===== src/rtl/com_stream_port.sv =====
// Host-side load/run/dump controller: streams host words into shared data memory,
// launches the selected cores, waits for all of them, then streams a result window back.
module com_stream_port #(
    parameter int DATA_W  = 16,
    parameter int ADDR_W  = 12,
    parameter int N_CORES = 4
) (
    input  logic               clk,
    input  logic               rst,
    input  logic [DATA_W-1:0]  com_data_in,
    input  logic               data_write_start,
    input  logic               data_write_done,
    input  logic [N_CORES-1:0] n_cores,
    input  logic [ADDR_W-1:0]  out_base,
    input  logic [ADDR_W-1:0]  out_len,
    output logic [1:0]         state,
    output logic               mem_we,
    output logic [ADDR_W-1:0]  mem_addr,
    output logic [DATA_W-1:0]  mem_wdata,
    input  logic [DATA_W-1:0]  mem_rdata,
    output logic [N_CORES-1:0] core_start,
    input  logic [N_CORES-1:0] core_done,
    output logic [DATA_W-1:0]  com_data_out,
    output logic               com_data_valid,
    output logic               output_write_start,
    output logic               output_write_done,
    output logic               load_overflow
);

    typedef enum logic [1:0] {
        S_IDLE = 2'b00,
        S_LOAD = 2'b01,
        S_RUN  = 2'b10,
        S_DUMP = 2'b11
    } state_t;

    state_t cur_state, next_state;

    logic [ADDR_W-1:0]  wr_ptr;
    logic [ADDR_W-1:0]  wr_addr;
    logic [ADDR_W-1:0]  base_q;
    logic [ADDR_W-1:0]  len_q;
    logic [ADDR_W:0]    len_ext;
    logic [ADDR_W:0]    dump_cnt;
    logic [N_CORES-1:0] mask_q;
    logic [N_CORES-1:0] done_seen;
    logic [N_CORES-1:0] done_now;
    logic               run_first;
    logic               load_word;
    logic               all_done;

    assign state              = cur_state;
    assign output_write_start = (cur_state == S_DUMP);
    // One extra bit so out_len + 1 (the final DUMP cycle index) never wraps.
    assign len_ext            = {1'b0, len_q};

    always_comb begin
        // NOTE: every signal driven here gets a default first, so no path can infer a latch.
        next_state = cur_state;
        load_word  = 1'b0;
        wr_addr    = wr_ptr;
        done_now   = '0;
        all_done   = 1'b0;
        unique case (cur_state)
            S_IDLE: begin
                wr_addr = '0;
                if (data_write_start) begin
                    next_state = S_LOAD;
                    load_word  = 1'b1;
                end
            end
            S_LOAD: begin
                if (data_write_done) begin
                    next_state = S_RUN;
                end else if (data_write_start) begin
                    load_word = 1'b1;
                end
            end
            S_RUN: begin
                // Done inputs are ignored during the start-pulse cycle itself.
                if (!run_first) begin
                    done_now = core_done & mask_q;
                end
                all_done = ((done_seen | done_now) == mask_q);
                if (all_done) begin
                    next_state = S_DUMP;
                end
            end
            S_DUMP: begin
                if (dump_cnt == len_ext + 1'b1) begin
                    next_state = S_IDLE;
                end
            end
            default: next_state = S_IDLE;
        endcase
    end

    // NOTE: sequential state uses non-blocking assignments so every flop samples pre-edge values.
    always_ff @(posedge clk or posedge rst) begin
        if (rst) begin
            cur_state <= S_IDLE;
        end else begin
            cur_state <= next_state;
        end
    end

    always_ff @(posedge clk or posedge rst) begin
        if (rst) begin
            wr_ptr            <= '0;
            base_q            <= '0;
            len_q             <= '0;
            mask_q            <= '0;
            done_seen         <= '0;
            run_first         <= 1'b0;
            dump_cnt          <= '0;
            mem_we            <= 1'b0;
            mem_addr          <= '0;
            mem_wdata         <= '0;
            core_start        <= '0;
            com_data_out      <= '0;
            com_data_valid    <= 1'b0;
            output_write_done <= 1'b0;
            load_overflow     <= 1'b0;
        end else begin
            mem_we            <= load_word;
            core_start        <= '0;
            com_data_valid    <= 1'b0;
            output_write_done <= 1'b0;

            if (load_word) begin
                mem_addr  <= wr_addr;
                mem_wdata <= com_data_in;
                wr_ptr    <= wr_addr + 1'b1;
            end

            if (cur_state == S_IDLE && data_write_start) begin
                load_overflow <= 1'b0;
            end else if (load_word && wr_addr == '1) begin
                load_overflow <= 1'b1;
            end

            unique case (cur_state)
                S_LOAD: begin
                    if (data_write_done) begin
                        mask_q     <= n_cores;
                        base_q     <= out_base;
                        len_q      <= out_len;
                        core_start <= n_cores;
                        done_seen  <= '0;
                        run_first  <= 1'b1;
                    end
                end
                S_RUN: begin
                    run_first <= 1'b0;
                    done_seen <= done_seen | done_now;
                    if (all_done) begin
                        mem_addr <= base_q;
                        dump_cnt <= '0;
                    end
                end
                S_DUMP: begin
                    // Cycle k issues address base+k; its word returns at k+1 and is registered out at k+2.
                    dump_cnt <= dump_cnt + 1'b1;
                    if (dump_cnt + 1'b1 < len_ext) begin
                        mem_addr <= mem_addr + 1'b1;
                    end
                    if (dump_cnt != '0 && dump_cnt <= len_ext) begin
                        com_data_valid <= 1'b1;
                        com_data_out   <= mem_rdata;
                    end
                    output_write_done <= (dump_cnt == len_ext);
                end
                default: ;
            endcase
        end
    end

endmodule

===== config.mk =====
export PLATFORM = sky130hd
export DESIGN_NAME = com_stream_port
export DESIGN_NICKNAME = d
export VERILOG_FILES = /design/src/rtl/com_stream_port.sv
export SDC_FILE = /design/constraint.sdc
export NUM_CORES = 1
export LEC_CHECK = 0
export BUFFER_PORTS_ARGS = -buffer_cell sky130_fd_sc_hd__buf_2
export CAP_MARGIN = 20
export CORE_UTILIZATION = 61
export DETAILED_ROUTE_END_ITERATION = 6
export HOLD_SLACK_MARGIN = 0.06
export PLACE_DENSITY = 0.87
export SYNTH_ARGS = -nofsm -noshare
export SYNTH_HDL_FRONTEND = slang
export SYNTH_SLANG_ARGS = --single-unit
export TNS_END_PERCENT = 20

===== constraint.sdc =====
create_clock -name clk -period 6.3 [get_ports clk]
set_input_delay 0 -clock clk [delete_from_list [all_inputs] [get_ports clk]]
set_output_delay 0 -clock clk [all_outputs]
set_load 0.02 [all_outputs]

==> impl_metrics.py <==
metrics = {
    "drt": {
        "ant_nets": 0,
        "drt_iter0_drc": 412,
        "post_drt_wl_per_cell_um": 18.7,
        "routed_wl_um": 17900,
        "dr.pass1.iters": 5,
        "drc": 0,
        "avgViaCountPerCell": 6.00,
        "vias": 5739,
    },
    "finish": {
        "design_area_mm2": 0.00810,
        "layout.nets": 917,
        "antenna_cells": 0,
        "drive_above_1_share": 0.250,
        "area_delta_synth_final_pct": 24.2,
    },
    "grt": {
        "grt_pass1_wl_um": 29300,
        "antenna_found_initial": 0,
        "grt.total_usage": 0.342,
        "gr-total-overflow": 0,
        "grt_pass1_vias": 5949,
        "grt_max_degree": 62,
    },
    "floorplanning": {
        "die_x_um": 105,
        "core.rowCount": 37,
        "core-area_mm2": 0.0103,
        "die_h_um": 105,
        "ioPinCount": 123,
        "dieArea_mm2": 0.0111,
        "initial_utilization": 0.632,
    },
    "clocking": {
        "numCtsBuffers": 9,
        "cts.sinks": 112,
        "clk_pin_slew_ns": 0.11,
        "cts_buffer_depth": 2,
        "clock_latency_ns": 0.39,
        "cts.hold.buffers_added": 71,
        "post-cts-setup-buffers": 0,
        "h-tree-depth": 3,
        "cts_tree": "yes",
        "cts-resized-gates": 0,
        "root_buffer": "clkbuf_8",
    },
    "synth": {
        "synth_area_leaders": "dfrtp_1, mux2_2, ha_1",
        "synth.largest_area_cell": "dfrtp_1",
        "ys_seq_area_frac": 0.430,
        "synth_flop_cell": "dfrtp_1",
        "synth_edf_count": 0,
        "synth_cell_type_count": 59,
        "syn_avg_cell_area_um2": 10.2,
        "synth.most_common_cell": "dfrtp_1",
        "synthTopCellsByCount": "dfrtp_1, nand2_1, mux2_2, ha_1, inv_1",
        "syn-num-nets": 738,
        "synthesis.area_mm2": 0.00652,
        "ys_ff_latch": 112,
        "async_flop_share": 1.00,
        "yosysWarnings": 0,
        "yosysTopAreaCellShare": 0.430,
        "syn_inst": 637,
    },
    "hold_path": {
        "hold_class": "input pin to async pin",
    },
    "setup_path": {
        "cp.required_ns": 6.59,
        "start_kind": "flop",
        "crit_start": "dump_cnt[1]",
        "worstPathArrival_ns": 3.68,
        "worstSetupEndpointType": "flop",
        "cp_max_fo": 12,
        "criticalPathCategory": "flop to flop",
        "r2r_start": "dump_cnt[1]",
    },
    "placed_design": {
        "pre_cts_ws_ns": 2.95,
        "placed_cell_area_mm2": 0.00718,
        "io_buffers": 122,
        "dp_hpwl_um": 11500,
        "routabilityCongestion": 0.917,
    },
    "sta": {
        "clock_skew_ns": 0.0124,
        "final.setup.tns_ns": 0,
        "min_period_ns": 3.40,
        "hold_viol": 0,
        "hold_slack_ns": 0.339,
        "fmaxAchievable_ghz": 0.294,
        "setup_viol": 0,
        "slew-limit-headroom": 0.294,
        "setup_slack_ns": 2.90,
        "fin_crit_sh": 0.540,
        "tightest_slew_ns": 1.05,
        "grt_setup_unrepaired": "no",
        "maxSlewViolCount": 0,
    },
    "power_and_ir_drop": {
        "peakVddDrop_mv": 0.332,
        "p_per_area_mw_per_mm2": 446,
        "p_leak_nw": 3.98,
    },
    "run_status": {
        "outcome": "completed",
    },
    "flow_run": {
        "maxCapViolations": 0,
    },
}
==> area by class of cell <==
cell class                 count  area, um2
clock buffer                  10        138
clock inverter                 6       72.6
tap                          136        170
timing repair buffer         197       1350
sequential                   112       2800
fill                         645       2230
multi-input combinational    466       3450
inverter                      30        115
==> cells in the final DEF (no fill, tap or decap), drive strengths merged, types with 8 or more instances in the layout <==
cell type and instances:
buf 126, dfrtp 112, nand2 84, dlygate4sd3 71
mux2 48, ha 33, inv 33, o21ai 33
nor2 28, xnor2 25, mux2i 22, a21oi 20
nand3 20, xor2 16, nor2b 14, a22o 13
and3 11, a22oi 10, a21o 10, clkbuf 10
nand4 9, nor4 8
==> critical path: stages, from the launching register on <==
cell     delay, ns
dfrtp_1       0.47
ha_1          0.24
nand3_2       0.16
nor2_1        0.17
xor2_1        0.22
ha_1          0.28
a21o_1        0.18
a21o_1        0.17
a21oi_1       0.13
o21ai_0       0.08
or3_1         0.62
mux2i_1       0.21
a221o_1       0.36
==> per-stage QoR <==
stage | utilization | power [W] | cells
after global routing | 0.784 | 0.00382 | 957
after floorplan | - | 0.00254 | 637
after detailed placement | 0.695 | 0.00304 | 870
after global placement | 0.695 | 0.00295 | 870
after CTS | 0.784 | 0.00355 | 957
final | 0.784 | 0.00361 | 957
==> path summary, 6_finish.rpt <==
path	to	slack [ns]	cells past startpoint
worst max-delay path	mem_addr[8]	2.90	12
worst min-delay path	com_data_out[1]	0.34	3
worst max register to register	mem_addr[8]	2.90	12
worst min register to register	mem_wdata[3]	0.50	2
max in group asynchronous	len_q[4]	4.80	4
min in group clk	mem_wdata[10]	0.34	4
==> power breakdown <==
group	total, W	internal (W)	switching, W
Combinational	0.00187	0.000784	0.00109
Sequential	0.00128	0.000996	0.000283
Clock	0.000463	0.000201	0.000262
==> cell families after synthesis <==
family | Yosys count | synth area share
AO/OA/AOI/OAI | 122 | 0.132
multiplexers | 70 | 0.122
buffers and inverters | 59 | 0.0422
AND/OR/NAND/NOR | 200 | 0.155
flip-flops | 112 | 0.430
XOR/XNOR | 41 | 0.0551
adder cells (fa/ha/maj) | 33 | 0.0633
==> flip-flops by register name, indices dropped and copies added (netlist names) <==
name and flops:
core_start 4, base_q 12, mask_q 4, done_seen 4, mem_wdata 16, output_write_done 1, mem_addr 12, com_data_out 16
wr_ptr 12, load_overflow 1, run_first 1, len_q 12, state 2, mem_we 1, dump_cnt 13, com_data_valid 1
==> per-layer routing <==
layer  global-route usage  part of all wire  vias up
li1                     -                 -     2605
met4                0.171             0.036        0
met1                0.426              0.41     2795
met2                0.570              0.49      281
met5                    0                 0        -
met3               0.0643             0.064       58
(Power assumes the default switching activity.)
